===== src/rtl/handshake_tx.sv =====
// -----------------------------------------------------------------------------
// handshake_tx
//
// Sending end of a 4-phase req/ack handshake that moves a WIDTH-bit word into
// another clock domain. The payload is captured on the accepting edge of a
// one-cycle `send` strobe. It is then held, together with `req`, until the
// receiver acknowledges. The asynchronous `ack` return is brought into the
// `clk` domain through a SYNC_STAGES-deep flop chain.
//
// Ports
//   clk      in   system clock, rising edge
//   rst_n    in   asynchronous active-low reset
//   send     in   one-cycle request to transfer din
//   din      in   payload, sampled only on the accepting edge
//   clr_err  in   synchronous clear of the sticky error flag
//   ack      in   acknowledge from the far domain (asynchronous)
//   req      out  handshake request level (flop output)
//   dout     out  registered payload, stable while a transfer is in flight
//   busy     out  high whenever a transfer is in progress
//   done     out  one-cycle pulse in the first idle cycle after completion
//   err      out  sticky protocol-error flag
//
// SYNC_STAGES must be 2 or more.
// -----------------------------------------------------------------------------
module handshake_tx #(
    parameter int WIDTH       = 8,
    parameter int SYNC_STAGES = 2
) (
    input  logic             clk,
    input  logic             rst_n,
    input  logic             send,
    input  logic [WIDTH-1:0] din,
    input  logic             clr_err,
    input  logic             ack,
    output logic             req,
    output logic [WIDTH-1:0] dout,
    output logic             busy,
    output logic             done,
    output logic             err
);

    typedef enum logic [1:0] {
        IDLE = 2'd0,
        REQ  = 2'd1,
        REL  = 2'd2
    } state_t;

    state_t                 state_q, state_d;
    logic                   req_q, req_d;
    logic [WIDTH-1:0]       dout_q, dout_d;
    logic                   done_q, done_d;
    logic                   err_q, err_d;
    logic                   err_set;
    logic [SYNC_STAGES-1:0] ack_sync_q, ack_sync_d;
    logic                   ack_s;

    // Synchronizer chain: stage 0 samples the raw ack. Each later stage
    // samples its predecessor. Only the last stage is seen by the FSM.
    assign ack_sync_d[0] = ack;
    generate
        for (genvar gi = 1; gi < SYNC_STAGES; gi++) begin : g_sync
            assign ack_sync_d[gi] = ack_sync_q[gi-1];
        end
    endgenerate

    assign ack_s = ack_sync_q[SYNC_STAGES-1];

    always_comb begin
        state_d = state_q;
        req_d   = req_q;
        dout_d  = dout_q;
        done_d  = 1'b0;
        err_set = 1'b0;

        case (state_q)
            IDLE: begin
                if (send) begin
                    if (ack_s) begin
                        // The receiver is still acknowledging something, so
                        // starting a new transfer would break the 4-phase
                        // sequence. Drop the send and flag the violation.
                        err_set = 1'b1;
                    end else begin
                        dout_d  = din;
                        req_d   = 1'b1;
                        state_d = REQ;
                    end
                end
            end
            REQ: begin
                if (send) err_set = 1'b1;
                if (ack_s) begin
                    req_d   = 1'b0;
                    state_d = REL;
                end
            end
            REL: begin
                if (send) err_set = 1'b1;
                if (!ack_s) begin
                    state_d = IDLE;
                    done_d  = 1'b1;
                end
            end
            default: begin
                state_d = IDLE;
                req_d   = 1'b0;
            end
        endcase

        // Set takes priority over clear, so an error raised in the same cycle
        // as clr_err is not lost.
        if (err_set)      err_d = 1'b1;
        else if (clr_err) err_d = 1'b0;
        else              err_d = err_q;
    end

    always_ff @(posedge clk or negedge rst_n) begin
        if (!rst_n) begin
            state_q    <= IDLE;
            req_q      <= 1'b0;
            dout_q     <= '0;
            done_q     <= 1'b0;
            err_q      <= 1'b0;
            ack_sync_q <= '0;
        end else begin
            state_q    <= state_d;
            req_q      <= req_d;
            dout_q     <= dout_d;
            done_q     <= done_d;
            err_q      <= err_d;
            ack_sync_q <= ack_sync_d;
        end
    end

    assign req  = req_q;
    assign dout = dout_q;
    assign done = done_q;
    assign err  = err_q;
    assign busy = (state_q != IDLE);

endmodule


===== config.mk =====
export PLATFORM = sky130hd
export DESIGN_NAME = handshake_tx
export DESIGN_NICKNAME = d
export VERILOG_FILES = /design/src/rtl/handshake_tx.sv
export SDC_FILE = /design/constraint.sdc
export NUM_CORES = 1
export LEC_CHECK = 0
export CAP_MARGIN = 30
export CORE_MARGIN = 2
export CORE_UTILIZATION = 35
export DETAILED_ROUTE_END_ITERATION = 10
export DONT_BUFFER_PORTS = 1
export PLACE_DENSITY = 0.54
export SYNTH_ARGS = -nofsm -noshare
export SYNTH_HDL_FRONTEND = slang
export SYNTH_SLANG_ARGS = --single-unit

===== constraint.sdc =====
create_clock -name clk -period 1.6 [get_ports clk]
set_clock_uncertainty 0.05 [all_clocks]
set_input_delay 0.32 -clock clk [delete_from_list [all_inputs] [get_ports clk]]
set_output_delay 0.32 -clock clk [all_outputs]
set_load 0.05 [all_outputs]

Yosys cells after proc, flatten, opt, wreduce, memory -nomap -nowiden
Cells that the tools add are included.
- output and inout port bits: 12
- bits in registers: 15
- input bits: 13
- muxes and demuxes: 17
- equality and inequality tests: 6
- bitwise operators: 2
- reduce and logical (&&, ||, !) cells: 7
- operators with widths (kind ; number):
    $mux 1 ; 10
    $mux 2 ; 4
    $ne 2x2->1 const B ; 4
    $reduce_and 4->1 ; 2
    $pmux 2 s3 ; 1
    $reduce_bool 2->1 ; 2
    $pmux 1 s3 ; 1
    $reduce_and 3->1 ; 1
    $eq 2x1->1 const B ; 1
    $eq 2x2->1 const B ; 1
    $logic_not 2->1 ; 1
    $not 1->1 ; 2
    $pmux 1 s2 ; 1
    $reduce_or 2->1 ; 1

Logic depth before layout (Yosys ltp)
Gate-level depths: netlist (run 1).
- word-level depth: 4
- depth in mapped cells: 5
- mapped depth without buffers: 5

Worst setup path before layout (run 1)
Ideal clock, no wire load.
- path type: flip-flop to flip-flop
- from: reg state_q[0]
- to: reg state_q[1]
- path buffers: 0
- data required time: 1.425 ns
- library setup time: 0.125 ns
- arrival time: 1.359 ns
- stages on the path, launching flop included: 6
- slack: 0.066 ns
- cell sequence: dfrtp_1 > inv_1 > ha_1 > inv_2 > o221ai_2 > mux2_4
- cells in the longest elaborated chain, start to end: 3
- ends and longest elaborated chain (what ; line ; source):
    start, declared ; 48 ; state_t state_q, state_d;
    start signal, assigned ; 126 ; state_q <= state_d;
    $eq 2x2->1 (tied with other cells) ; 75 ; case (state_q)
    $ne 2x2->1 (no source line) ; n/a ;
    $reduce_and 4->1 (no source line) ; n/a ;
Parallel ways exist; a longest one is shown, timed or not.
A chain may end at the register's enable or synchronous reset.

Worst setup path in the final report (run 1)
- from: reg state_q[0]
- to: out busy
- cells in the longest elaborated chain, start to end: 1
- ends and longest elaborated chain (what ; line ; source):
    $reduce_bool 2->1 ; 139 ; assign busy = (state_q != IDLE);
    end, declared ; 37 ; output logic busy,
Every way passes these cells.

==> run summary, run 1 <==
Run status = finished clean
Die Y = 48.6 microns
# diodes = 0
Cell taking the most area after synthesis = dfrtp_1
Layout cells sized above 1 = 44.1%
1st-pass router iterations = 3
Initial antenna violation count = 0
H-tree depth = 1
Final GP Congestion = 0.792
Synth Instances = 49
Final WL = 1050 microns
Post-Syn Area = 697 sq um
Final ANT Viol Nets = 0
Dpl ws = -21.9 ps
Critical Path Start Type = flop
Sequential area share after synthesis = 53.9%
Die area = 2360 sq um
FF+latch count, synth = 15
Final setup fails = 0
Max Freq = 0.659 GHz
Synthesized Nets = 68
Nets = 79
Largest net degree at the start of global routing = 16
Initial drt markers = 2
Setup crit end kind = output pin
Met3 Usage GRT = 5.56%
Clk pin slew, worst setup/hold paths = 80 ps
First-pass GRT wire length = 1780 microns
Final period util = 94.9%
DIE WIDTH = 48.6 microns
# DRC = 0
Clk sink count = 15
Fillers = 205
I/O Buffers = 0
HP Class = in2reg
Max Buffers Root-to-Sink = 2
Core ar. = 1920 sq um
Fin. max-slew vios = 0
Crit path DAT = 1150 ps
Final hold vios = 0
Met1 Use GR = 11.6%
Clock root buffer = clkbuf_4
I/O Pins = 25
Area contributors post-synth = dfrtp_1 (54%), mux2_2 (13%), ha_1 (11%)
Met2 usage = 15.8%
Worst-margin pin slew = 666 ps
Vias in the first global route = 413
Top cell type's share of synthesized area = 53.9%
Vias post-DR = 391
Mean post-synth cell area = 14.2 sq um
CP Class = reg2out
CTS Buf Count = 3
WL/cell = 12.2 microns
Starting Density = 36.3%
Overflow after GRT = 0
CTS tree = built
Final Worst Setup Slack = 81.5 ps
Clk_lat worst skew = 280 ps
Yosys cell types = 16
GRT Total Usage = 10.2%
Site Rows = 16
Critical path peak fanout = 4
MaxCap Viol Count = 0
DP HPWL = 806 microns
Worst Path Required = 1230 ps
Synthesis-to-finish area growth = 18.1%
Final setup TNS = 0 ps
Busiest layer in global routing = met2
Yosys warning count = 0
Reg2reg start = state_q[0]
Post-route minimum period = 1520 ps
Vias per inst = 4.55
Max-slew headroom = 55.4%
RSZ-0062 raised after global routing = false
Hold wc startpoint = clr_err
Critical Path Source = state_q[0]
flip-flops by register name, summed over array words and instances (netlist names):
register and flops:
err 1, done 1, state_q 2, ack_sync_q 2, req 1, dout 8
layout make-up:
type                            instances  area (sq um)  area share (%)
Clock inverter                          1          5.00           0.608
Multi-Input combinational cell         27           298            36.2
Clock buffer                            3          22.5            2.74
Sequential cell                        15           375            45.6
Timing Repair Buffer                    6          62.6            7.60
Inverter                                7          26.3            3.19
Tap cell                               27          33.8            4.10
through the flow:
step	utilization [%]	hold WS, ps	cell area [sq um]	cells
floorplan	-	-25.6	697	49
global placement	39.8	-25.2	766	79
detailed placement	39.8	-25.2	766	79
CTS	41.9	1.23	806	84
global route	42.8	73.2	823	86
finish	42.8	77.1	823	86
critical path, stage by stage (launching register included):
cell and delay [ps]:
dfrtp_1 390, inv_2 90, ha_1 170, inv_1 70
buf_12 150
cells by family (layout without fill, tap and decap cells):
family,count (synthesis),in the layout,synth area share (%)
flip-flops,15,15,53.9
AO/OA/AOI/OAI,7,7,8.80
adder cells (fa/ha/maj),6,6,10.8
buffers and inverters,7,17,3.77
AND/OR/NAND/NOR,4,4,5.57
multiplexers,10,10,17.2
cells in the final DEF (no fill, tap or decap), types with 2 or more instances in the layout:
cell type and instances:
inv_2 3, mux2_4 2, mux2_2 8, a21oi_1 2, clkbuf_4 3, buf_4 3
inv_1 4, dlygate4sd3_1 2, dfrtp_1 15, ha_1 5
synthesized netlist by cell type (all sizes together):
master and n:
o31a 1, o221ai 1, nand3 1, o22ai 1, a21oi 2, ha 6, nand2 1, dfrtp 15
inv 7, or2b 1, o32ai 1, nor2b 1, o211ai 1, mux2 10
final timing paths:
kind / endpoint / slack [ps] / depth (start not counted)
setup / recovery: busy / 80 / 4
hold / removal: err / 80 / 1
setup reg to reg: state_q[1] / 90 / 5
hold reg to reg: ack_sync_q[1] / 300 / 0
max in group asynchronous: state_q[1] / 620 / 1
min in group asynchronous: dout[5] / 460 / 1
timing repair:
item,4_1_cts,5_1_grt
setup buffers,0,1
resized for setup,2,1
endpoints found under the setup margin,2,2
hold endpoints to repair,15,1
pin swaps,0,0
hold buffers,1,1
routing by layer:
metal / share of wire (%) / wire (microns)
met5: 0 / 0
met4: 1.1 / 12
met2: 47 / 498
met1: 45 / 467
met3: 6.8 / 71
Power of run 1 is left out: the tool's default activity adds up to more than one toggle a clock period on the data nets, which glitch-free logic cannot reach.
==> run 2: changes to the inputs <==
- REMOVE_ABC_BUFFERS: unset -> 1
==> results of run 2 <==
No change in the layout: final DEF, timing and power equal those of run 1.
Power of run 2 is left out for the same reason.
==> run 3: changes to the inputs <==
- CORE_MARGIN: 2 -> 3
- PLACE_DENSITY: 0.54 -> 0.62
==> run 3 against run 2 <==
  * Via count increased by 3.6%
  * Setup slack got worse by 2.4 ps
  * Clock-buffer cell count increased by 1
  * Utilization increased by 3.1 points
  * Final area increased by 0.46%
==> run summary, run 3 (synthesis gave the netlist of run 1 again) <==
Max-slew headroom = 57.6%
Die Y = 50.6 microns
Max Freq = 0.658 GHz
Nets = 80
Layout cells sized above 1 = 43.3%
Reg2reg start = state_q[0]
Synthesis-to-finish area growth = 18.7%
GRT Total Usage = 9.63%
Vias post-DR = 405
H-tree depth = 1
Max Buffers Root-to-Sink = 2
Worst-margin pin slew = 634 ps
Clock root buffer = clkbuf_4
Final WL = 1080 microns
Vias in the first global route = 440
Crit path DAT = 1150 ps
Final ANT Viol Nets = 0
DP HPWL = 858 microns
Initial antenna violation count = 0
Flop-to-flop setup slack = 90 ps
Clk pin slew, worst setup/hold paths = 80 ps
Commonest non-fill, non-tap cell in the layout = dfrtp_1
CP Class = reg2out
DIE WIDTH = 50.6 microns
Number of flip-flops in the largest register = 8
RSZ-0062 raised after global routing = false
Most frequent cells in the layout = dfrtp_1 (15), mux2_2 (8), ha_1 (5)
Critical path peak fanout = 4
Final setup TNS = 0 ps
Clk_lat worst skew = 270 ps
Post-route minimum period = 1520 ps
Starting Density = 38.7%
Met3 WL = 79 microns
M1 WL = 470 microns
MaxCap Viol Count = 0
I/O Buffers = 0
Worst Path Required = 1230 ps
Initial drt markers = 3
HP Class = in2reg
Run status = finished clean
Worst setup path end = busy
Area occupied by multi-input gates = 298 sq um
Site Rows = 15
Critical Path Start Type = flop
Worst r2r dst = req
Final hold vios = 0
Setup crit end kind = output pin
DR top layer = met3
Final setup fails = 0
Core ar. = 1800 sq um
Die area = 2560 sq um
Final non-filler cell area = 827 sq um
Final period util = 95.1%
WL/cell = 12.8 microns
# diodes = 0
Critical Path Source = state_q[0]
Vias per inst = 4.76
Met2 routed WL = 535 microns
Largest net degree at the start of global routing = 16
I/O Pins = 25
Hold slack final = 90.5 ps
Post-DP Area = 771 sq um
FF+latch area = 375 sq um
CTS Buf Count = 3
Overflow after GRT = 0
FF-to-FF path depth = 5
First-pass GRT wire length = 1850 microns
CTS tree = built
Fin. max-slew vios = 0
Fillers = 174
Final GP Congestion = 0.794
Clk sink count = 15
# DRC = 0
1st-pass router iterations = 2
## run 3: final cells by class
class / instances / area share [%]
flip-flops and latches: 15 / 45.4
inverters: 7 / 3.18
well taps: 25 / 3.78
multi-input cells: 27 / 36.0
clock buffers: 4 / 3.18
repair buffers: 7 / 8.47
## run 3: how the worst min path moves through the flow
stage	start	endpoint	slack, ps	cells after the start
after global routing	clr_err	err	80	1
after floorplan	rst_n	ack_sync_q[0]	-30	0
after global placement	rst_n	dout[1]	-30	0
final	clr_err	err	90	1
after CTS	ack	ack_sync_q[0]	5	0
after detailed placement	rst_n	dout[1]	-30	0
## run 3: worst max-delay path, cell delays in order, from the launching register on
cell,delay [ps]
dfrtp_1,380
inv_2,70
ha_1,200
inv_1,100
buf_12,140
## run 3: what timing repair did
| action | in CTS | in global routing |
|---|---|---|
| hold buffers | 1 | 1 |
| endpoints found under the setup margin | 2 | 3 |
| buffers inserted | 1 | 0 |
| gates resized for setup | 0 | 3 |
| hold endpoints to repair | 15 | 1 |
## run 3: through the flow
step,utilization [%],std cells,setup slack [ps]
final,45.9,85,79.1
after global routing,45.9,85,15.0
after CTS,45.2,84,16.0
after detailed placement,42.8,78,10.5
after global placement,42.8,78,72.1
after floorplan,-,49,65.7
## run 3: routing by layer
layer | track usage (%) | vias up
met3 | 5.64 | 0
met4 | 1.35 | 0
met1 | 10.6 | 201
met5 | 0 | -
li1 | - | 192
met2 | 16.3 | 12
Power of run 3 is left out for the same reason.
